$ cat src/rtl/spi_slave.sv
// spi_slave: SPI mode-0 (CPOL=0, CPHA=0, MSB first) slave with SCK/SS/MOSI oversampled by clk.
// Define SPI_SLAVE_OVERRUN_EN to add the rx_ack input and the overrun status output.
module spi_slave #(
  parameter int word_width = 8
) (
  input  logic                  clk,
  input  logic                  reset,
  input  logic                  SCK,
  input  logic                  SS,
  input  logic                  MOSI,
  output logic                  MISO,
  output logic                  MISO_OE,
  input  logic [word_width-1:0] tx_data,
  input  logic                  tx_load,
  output logic                  tx_ready,
  output logic [word_width-1:0] rx_data,
  output logic                  rx_valid,
`ifdef SPI_SLAVE_OVERRUN_EN
  input  logic                  rx_ack,
  output logic                  overrun,
`endif
  output logic                  busy
);

  localparam int CW = (word_width > 2) ? $clog2(word_width) : 1;
  localparam logic [CW-1:0] LAST_BIT = CW'(word_width - 1);

  typedef enum logic {IDLE, SHIFT} state_t;

  state_t state_reg, state_next;

  // Synchronizer bit order: [2]=SCK, [1]=SS, [0]=MOSI
  logic [2:0] meta_reg, sync_reg;
  logic       sck_prev_reg, ss_prev_reg;

  logic [word_width-1:0] tx_shift_reg, tx_buf_reg;
  logic                  tx_full_reg;
  logic [word_width-2:0] rx_shift_reg;
  logic [word_width-1:0] rx_data_reg;
  logic                  rx_valid_reg;
  logic [CW-1:0]         bit_cnt_reg;
  logic                  reload_reg;

  logic sck_sync, ss_sync, mosi_sync;
  logic sck_rise, sck_fall, ss_fall, ss_rise;
  logic enter_shift, leave_shift;
  logic shifting, word_end, tx_reload;
  logic [word_width-1:0] rx_word;

  always_ff @(posedge clk) begin
    if (reset) begin
      meta_reg     <= 3'b010;
      sync_reg     <= 3'b010;
      sck_prev_reg <= 1'b0;
      ss_prev_reg  <= 1'b1;
    end else begin
      meta_reg     <= {SCK, SS, MOSI};
      sync_reg     <= meta_reg;
      sck_prev_reg <= sync_reg[2];
      ss_prev_reg  <= sync_reg[1];
    end
  end

  assign sck_sync  = sync_reg[2];
  assign ss_sync   = sync_reg[1];
  assign mosi_sync = sync_reg[0];

  assign sck_rise = sck_sync & ~sck_prev_reg;
  assign sck_fall = ~sck_sync & sck_prev_reg;
  assign ss_fall  = ~ss_sync & ss_prev_reg;
  assign ss_rise  = ss_sync & ~ss_prev_reg;

  always_ff @(posedge clk) begin
    if (reset) begin
      state_reg <= IDLE;
    end else begin
      state_reg <= state_next;
    end
  end

  always_comb begin
    state_next  = state_reg;
    enter_shift = 1'b0;
    leave_shift = 1'b0;
    case (state_reg)
      IDLE: begin
        if (ss_fall) begin
          state_next  = SHIFT;
          enter_shift = 1'b1;
        end
      end
      SHIFT: begin
        if (ss_rise) begin
          state_next  = IDLE;
          leave_shift = 1'b1;
        end
      end
      default: state_next = IDLE;
    endcase
  end

  // SS rising wins over any SCK edge seen in the same cycle
  assign shifting  = (state_reg == SHIFT) && !ss_rise;
  assign word_end  = shifting && sck_rise && (bit_cnt_reg == LAST_BIT);
  assign tx_reload = enter_shift || (shifting && sck_fall && reload_reg);
  assign rx_word   = {rx_shift_reg, mosi_sync};

  always_ff @(posedge clk) begin
    if (reset) begin
      tx_shift_reg <= '0;
      tx_buf_reg   <= '0;
      tx_full_reg  <= 1'b0;
      rx_shift_reg <= '0;
      rx_data_reg  <= '0;
      rx_valid_reg <= 1'b0;
      bit_cnt_reg  <= '0;
      reload_reg   <= 1'b0;
    end else begin
      rx_valid_reg <= word_end;

      // The shift-register load consumes the buffer before a same-cycle tx_load is considered
      if (tx_reload) begin
        tx_shift_reg <= tx_full_reg ? tx_buf_reg : '0;
        tx_full_reg  <= 1'b0;
      end else if (shifting && sck_fall) begin
        tx_shift_reg <= {tx_shift_reg[word_width-2:0], 1'b0};
      end
      if (tx_load && !tx_full_reg) begin
        tx_buf_reg  <= tx_data;
        tx_full_reg <= 1'b1;
      end

      if (shifting && sck_rise) begin
        rx_shift_reg <= rx_word[word_width-2:0];
      end
      if (word_end) begin
        rx_data_reg <= rx_word;
      end

      if (enter_shift || leave_shift || word_end) begin
        bit_cnt_reg <= '0;
      end else if (shifting && sck_rise) begin
        bit_cnt_reg <= bit_cnt_reg + CW'(1);
      end

      // Next word's MSB goes out on the falling edge after the last sampled bit
      if (word_end) begin
        reload_reg <= 1'b1;
      end else if (tx_reload || leave_shift) begin
        reload_reg <= 1'b0;
      end
    end
  end

`ifdef SPI_SLAVE_OVERRUN_EN
  logic pending_reg, overrun_reg;

  always_ff @(posedge clk) begin
    if (reset) begin
      pending_reg <= 1'b0;
      overrun_reg <= 1'b0;
    end else if (word_end) begin
      pending_reg <= 1'b1;
      if (pending_reg && !rx_ack) begin
        overrun_reg <= 1'b1;
      end else if (rx_ack) begin
        overrun_reg <= 1'b0;
      end
    end else if (rx_ack) begin
      pending_reg <= 1'b0;
      overrun_reg <= 1'b0;
    end
  end

  assign overrun = overrun_reg;
`endif

  assign MISO_OE  = ~ss_sync;
  assign MISO     = MISO_OE & tx_shift_reg[word_width-1];
  assign tx_ready = ~tx_full_reg;
  assign rx_data  = rx_data_reg;
  assign rx_valid = rx_valid_reg;
  assign busy     = (state_reg == SHIFT);

endmodule

$ cat config.mk
export PLATFORM = sky130hd
export DESIGN_NAME = spi_slave
export DESIGN_NICKNAME = d
export VERILOG_FILES = /design/src/rtl/spi_slave.sv
export SDC_FILE = /design/constraint.sdc
export NUM_CORES = 1
export LEC_CHECK = 0
export ABC_AREA = 1
export ABC_CLOCK_PERIOD_IN_PS = 1100
export CELL_PAD_IN_SITES_DETAIL_PLACEMENT = 1
export CELL_PAD_IN_SITES_GLOBAL_PLACEMENT = 1
export CORE_UTILIZATION = 35
export CTS_CLUSTER_DIAMETER = 50
export DETAILED_ROUTE_END_ITERATION = 10
export PLACE_DENSITY_LB_ADDON = 0.1
export SLEW_MARGIN = 10
export SYNTH_ARGS = -nofsm -noshare
export SYNTH_HDL_FRONTEND = slang
export SYNTH_SLANG_ARGS = --single-unit
export TNS_END_PERCENT = 1
$ cat constraint.sdc
create_clock -name clk -period 1.1 [get_ports clk]
set_input_delay 0.22 -clock clk [delete_from_list [all_inputs] [get_ports clk]]
set_output_delay 0.22 -clock clk [all_outputs]
set_load 0.1 [all_outputs]
==> impl_results.md <==
* Final Max Tran Viols at 0
* Startpoint types: register
* Post-Synth Adder-Cell Area at 0.0136
* Max-Cap Viols at 0
* Worst IR Drop VDD at 0.578 mV
* Via density at 4.59
* Worst-margin pin slew at 0.276 ns
* Count leader, synth: dfxtp_1
* Vias at 1637
* Tmin final at 1.30 ns
* Layout area overhead at 44.4%
* Max Freq at 770 MHz
* Final worst slack at -0.199 ns
* Initial antenna violation count at 0
* Site Rows at 26
* Post-synthesis async set-or-reset flop share at 0
* CTS tree: done
* First-pass DRT Iterations at 4
* Effective utilization at floorplan at 0.362
* Power density cells at 1170 nW/µm²
* Primary FF master, synth: dfxtp_1
* Period utilization at 1.18
* Synthesized netlist cell count at 239
* Cell taking the most area after synthesis: dfxtp_1
* DP HPWL at 3210 µm
* Hold Crit Depth at 2
* Seq/Total Area, Yosys at 0.501
* Layout Utilization at 0.523
* Failing checks: setup timing
* CTS Buffer Depth at 2
* Antenna cells at 0
* Combinational family with the most area after synthesis: simple AND/OR/NAND/NOR gates
* Mux cell area share after synthesis at 0
* Worst Path Arrival at 1.08 ns
* Core area at 5070 µm²
* Simple-gate share of the synthesized area at 0.301
* Hold Fails Final Rpt at 0
* Ports at 27
* Compound-gate portion of the synthesized area at 0.0925
* Status: complete, but fails checks
* Xor and xnor area share after synthesis at 0.00476
* Root Buffer: clkbuf_8
* # H-tree levels at 2
* Rel. slew slack at 0.816
* Grt total ovfl at 0
* Register-to-Register Path Depth at 8
* Clk_lat worst skew at 0.30 ns
* Clock transition at path regs at 0.09 ns
* EDFF count, synth at 0
* Wire per inst at 12.7 µm
* Post-route ant nets at 0
* Nets@finish at 302
* # clock sinks at 46
* DR iter-0 viols at 73
* DRC Markers at 0
* Final Power at 3.10 mW
* Yosys reg bits at 46
* Number of hold buffers added after cts at 0
* Vias in the first global route at 1595
* CTS Buf Count at 5
* Post-synthesis cell type count at 20
* Total track usage at 0.175
* CP Max Fanout at 4
* # setup viols final at 28
* Critical path class: register to output port
* First-pass GRT wire length at 7330 µm
* Critical path capture point type: output port
* Die Area at 5550 µm²
* Cell area after synthesis at 1840 µm²
* Pin count of the biggest net entering global routing at 20
* Die Y at 74.5 µm
* Share of cells above drive strength 1 at 0.289
* Setup TNS at -2.18 ns
* Ranking of synthesized cells by area: dfxtp_1 (50%), nor2_1 (8.6%), nand2_1 (8.4%)
* Unrepaired setup endpoints after global routing: yes
* Net Count, Synth at 255
* Max Clock Skew at 0.0101 ns
* Top cell type's share of synthesized area at 0.501
* Synth top cells by count: dfxtp_1 (46), nor2_1 (42), nand2_1 (41)
* CP Data Required Time at 0.88 ns
* Syn. warnings at 0
* # port buffers at 26
* Mapped Avg Cell Area at 7.70 µm²
* Detailed Route WL at 4540 µm
* Static leakage at 1.06 nW
* Die width at 74.5 µm
* Gpl congestion at 0.704
* HP Class: register to register
repair_timing:
item	CTS	global route
pin swaps	3	2
setup endpoints to repair	46	45
gates resized for setup	34	18
setup buffers	3	1
critical path, stage by stage, from the launching register on:
cell        delay [ns]
dfxtp_4           0.39
clkinvlp_4        0.10
buf_6             0.13
buf_12            0.15
path summary, 6_finish.rpt:
kind	from	end	slack (ns)
worst min-delay path	meta_reg[2]	sync_reg[2]	0.41
worst min register to register	meta_reg[2]	sync_reg[2]	0.41
worst max-delay path	sync_reg[1]	MISO_OE	-0.20
worst max register to register	bit_cnt_reg[1]	rx_data[2]	-0.13
power by group:
| group | internal (mW) | switching, mW |
|---|---|---|
| clock | 0.441 | 0.562 |
| combinational | 0.161 | 0.202 |
| sequential | 1.71 | 0.0313 |
metrics by stage:
stage	setup slack (ns)	area (µm²)	hold WS [ns]	cells
5_1_grt	-0.240	2660	0.429	357
6_report	-0.199	2660	0.409	357
3_5_place_dp	-0.302	2420	0.401	345
2_1_floorplan	-0.456	1860	0.324	239
4_1_cts	-0.205	2620	0.413	356
3_3_place_gp	-0.261	2420	0.391	345
layout make-up:
cell class,instances,area (µm²)
Timing Repair Buffer,50,606
Fill cell,597,2420
Clock buffer,6,72.6
Tap cell,70,87.6
Multi-Input combinational cell,158,825
Clock inverter,2,10.0
Inverter,25,106
Sequential cell,46,950
layout by cell type, fill, tap and decap left out, drive strengths merged, types with 6 or more instances in the layout:
cell type,Yosys,layout
clkdlybuf4s50,0,13
nand2,43,43
o21ai,20,20
nand3b,7,7
dfxtp,46,46
buf,8,37
nand3,23,23
inv,25,23
clkbuf,2,6
a21oi,14,14
nor2,43,43
cells by family after synthesis:
family | count (synthesis)
XOR/XNOR | 1
AO/OA/AOI/OAI | 34
adder cells (fa/ha/maj) | 2
buffers and inverters | 35
flip-flops | 46
AND/OR/NAND/NOR | 121
routing by layer:
| metal | up-vias | wire length, µm | global-route usage |
|---|---|---|---|
| met1 | 760 | 2200 | 0.233 |
| met4 | 0 | 50 | 0.0503 |
| met2 | 20 | 2180 | 0.284 |
| met3 | 5 | 103 | 0.0407 |
| met5 | - | 0 | 0 |
| li1 | 852 | - | - |
Power figures use the tool's default switching activity.
==> variant: new RTL, same settings <==
The parameter `word_width` goes from 8 to 16.
--- a/src/rtl/spi_slave.sv
+++ b/src/rtl/spi_slave.sv
@@ -2,5 +2,5 @@
 // Define SPI_SLAVE_OVERRUN_EN to add the rx_ack input and the overrun status output.
 module spi_slave #(
-  parameter int word_width = 8
+  parameter int word_width = 16
 ) (
   input  logic                  clk,
Interface: changed (resized rx_data and tx_data); port bits go from 27 to 43. The function was not compared with the original's and may differ.
==> variant against the unedited design <==
- the flow still finishes with violations (negative setup slack)
- power increased by 99%
- cell area increased by 74%
- area after synthesis grew 68%
- setup slack lost 0.063 ns
- non-clock buffer count rose by 30
- sequential cell count increased by 33
- core utilization increased by 2.9 points
- critical path depth is 4 higher
- wire length rose by 83%
- highest routed layer unchanged
==> variant: results (changes against the unedited design) <==
timing:
  maxSlewHeadroom_pct: 68.2  # -13 points
  whs_ns: 0.378  # -0.0307 ns
  fin_skew_ns: 0.00637  # -0.00370 ns
  worst_slack_ns: -0.262  # -0.0634 ns
  finalSetupViolations: 75  # +170%
yosys:
  ys_top_cells_by_area: "dfxtp_1, nor2_1, o21ai_0"
  yosysUniqueCellTypes: 27  # +35%
  synth_common_cells: "nor2_1, dfxtp_1, nand2_1, o21ai_0, inv_1"
  yosysSeqAreaShare_pct: 51.3  # +1.2 points
final_layout:
  multi_input_area_sq_um: 1430  # +73%
  buffers: 80  # +60%
  fillCellCount: 996  # +67%
  nets: 509  # +69%
  n_all_inverters: 32  # +28%
  num-multi-input-gates: 284  # +80%
  buf_share_pct: 22.7  # -0.093 points
  drive_gt1_share_pct: 30.8  # +1.8 points
  clkbuf_count: 10  # +4
worst_hold_path:
  hp-class: "input pin to flop"
  hold_path.startpoint: "SCK"
  min_to: "meta_reg[2]"
  hold_depth: 3  # +1
power_and_ir_drop:
  power.leakage_nw: 1.92  # +81%
worst_setup_path:
  critical-path-top-delay-family: "buffers and inverters"
  r2r_start: "sync_reg[2]"
  r2r_end: "rx_shift_reg[13]"
  path_max_fanout: 7  # +3
  crit_path_max_incr_delay_ns: 0.34  # -0.05 ns
routing:
  wl_met1_mm: 3.66  # +67%
  dr_total_vias: 2868  # +75%
  wl_met3_microns: 231  # +120%
  routed_wl_mm: 8.30  # +83%
  drt_iter0_drc: 57  # -22%
  dr_wl_met2_mm: 4.28  # +96%
global_route:
  grt_pass1_wl_mm: 13.4  # +83%
  grt_max_degree: 65  # +230%
  track_usage_pct: 19.2  # +1.7 points
  met3_usage_pct: 4.66  # +0.60 points
  met1_usage_pct: 21.7  # -1.7 points
  grtUsageMet2_pct: 35.1  # +6.6 points
placed_design:
  dp_hpwl_mm: 5.45  # +70%
  portBuffers: 42  # +62%
  gp_congestion: 0.718  # +2.0%
cts:
  cts_buffers: 9  # +4
  htree_levels: 3  # +1
  cts_sinks: 79  # +72%
outcome:
  violations: "negative setup slack"
  outcome: "finished, violations left"
==> variant: cell types whose count changed after synthesis, moves of 7 or more <==
cell     unedited run  this run
nor2_1             42       105
o21ai_0            20        60
dfxtp_1            46        79
nand2_1            41        61
a21oi_1            14        21
==> variant: worst max-delay path by stage <==
stage                 from                to  cells past startpoint
2_1_floorplan         busy       rx_data[10]                      8
3_3_place_gp       tx_load     tx_buf_reg[0]                      5
3_5_place_dp       tx_load     tx_buf_reg[6]                      5
4_1_cts        sync_reg[1]              MISO                      3
5_1_grt        sync_reg[2]  rx_shift_reg[13]                      7
6_report       sync_reg[2]  rx_shift_reg[13]                      7
==> variant: stage by stage <==
| step | area, sq um | std cells | power [mW] | setup TNS, ns | worst slack (ns) |
|---|---|---|---|---|---|
| after floorplan | 3110 | 417 | 3.45 | -16.39 | -0.287 |
| after global placement | 4070 | 575 | 3.70 | -13.79 | -0.256 |
| after detailed placement | 4070 | 575 | 3.72 | -16.02 | -0.287 |
| after CTS | 4410 | 591 | 6.23 | -9.88 | -0.268 |
| after global routing | 4630 | 596 | 6.48 | -15.14 | -0.374 |
| final | 4630 | 596 | 6.17 | -9.05 | -0.262 |
==> variant: kinds of logic (layout without fill, tap and decap cells) <==
logic type,count (synthesis),count (layout),share of synthesized area (%)
buf+inv,54,128,8.03
fa+ha+maj,1,1,0.405
compound gates,85,85,14.2
flops,79,79,51.3
simple gates,196,196,25.5
xor+xnor,2,2,0.568
==> variant: report_power, final <==
group	leakage, nW	total, mW	switching (mW)	internal, mW
combinational	1.15	0.679	0.372	0.307
clock	0.109	2.47	1.12	1.35
sequential	0.656	3.02	0.0662	2.95
==> variant: timing repair <==
item,CTS,global route
buffers inserted,0,2
pin swaps,1,4
setup endpoints to repair,91,91
gates cloned,0,3
hold buffers,0,0
gates resized for setup,56,55
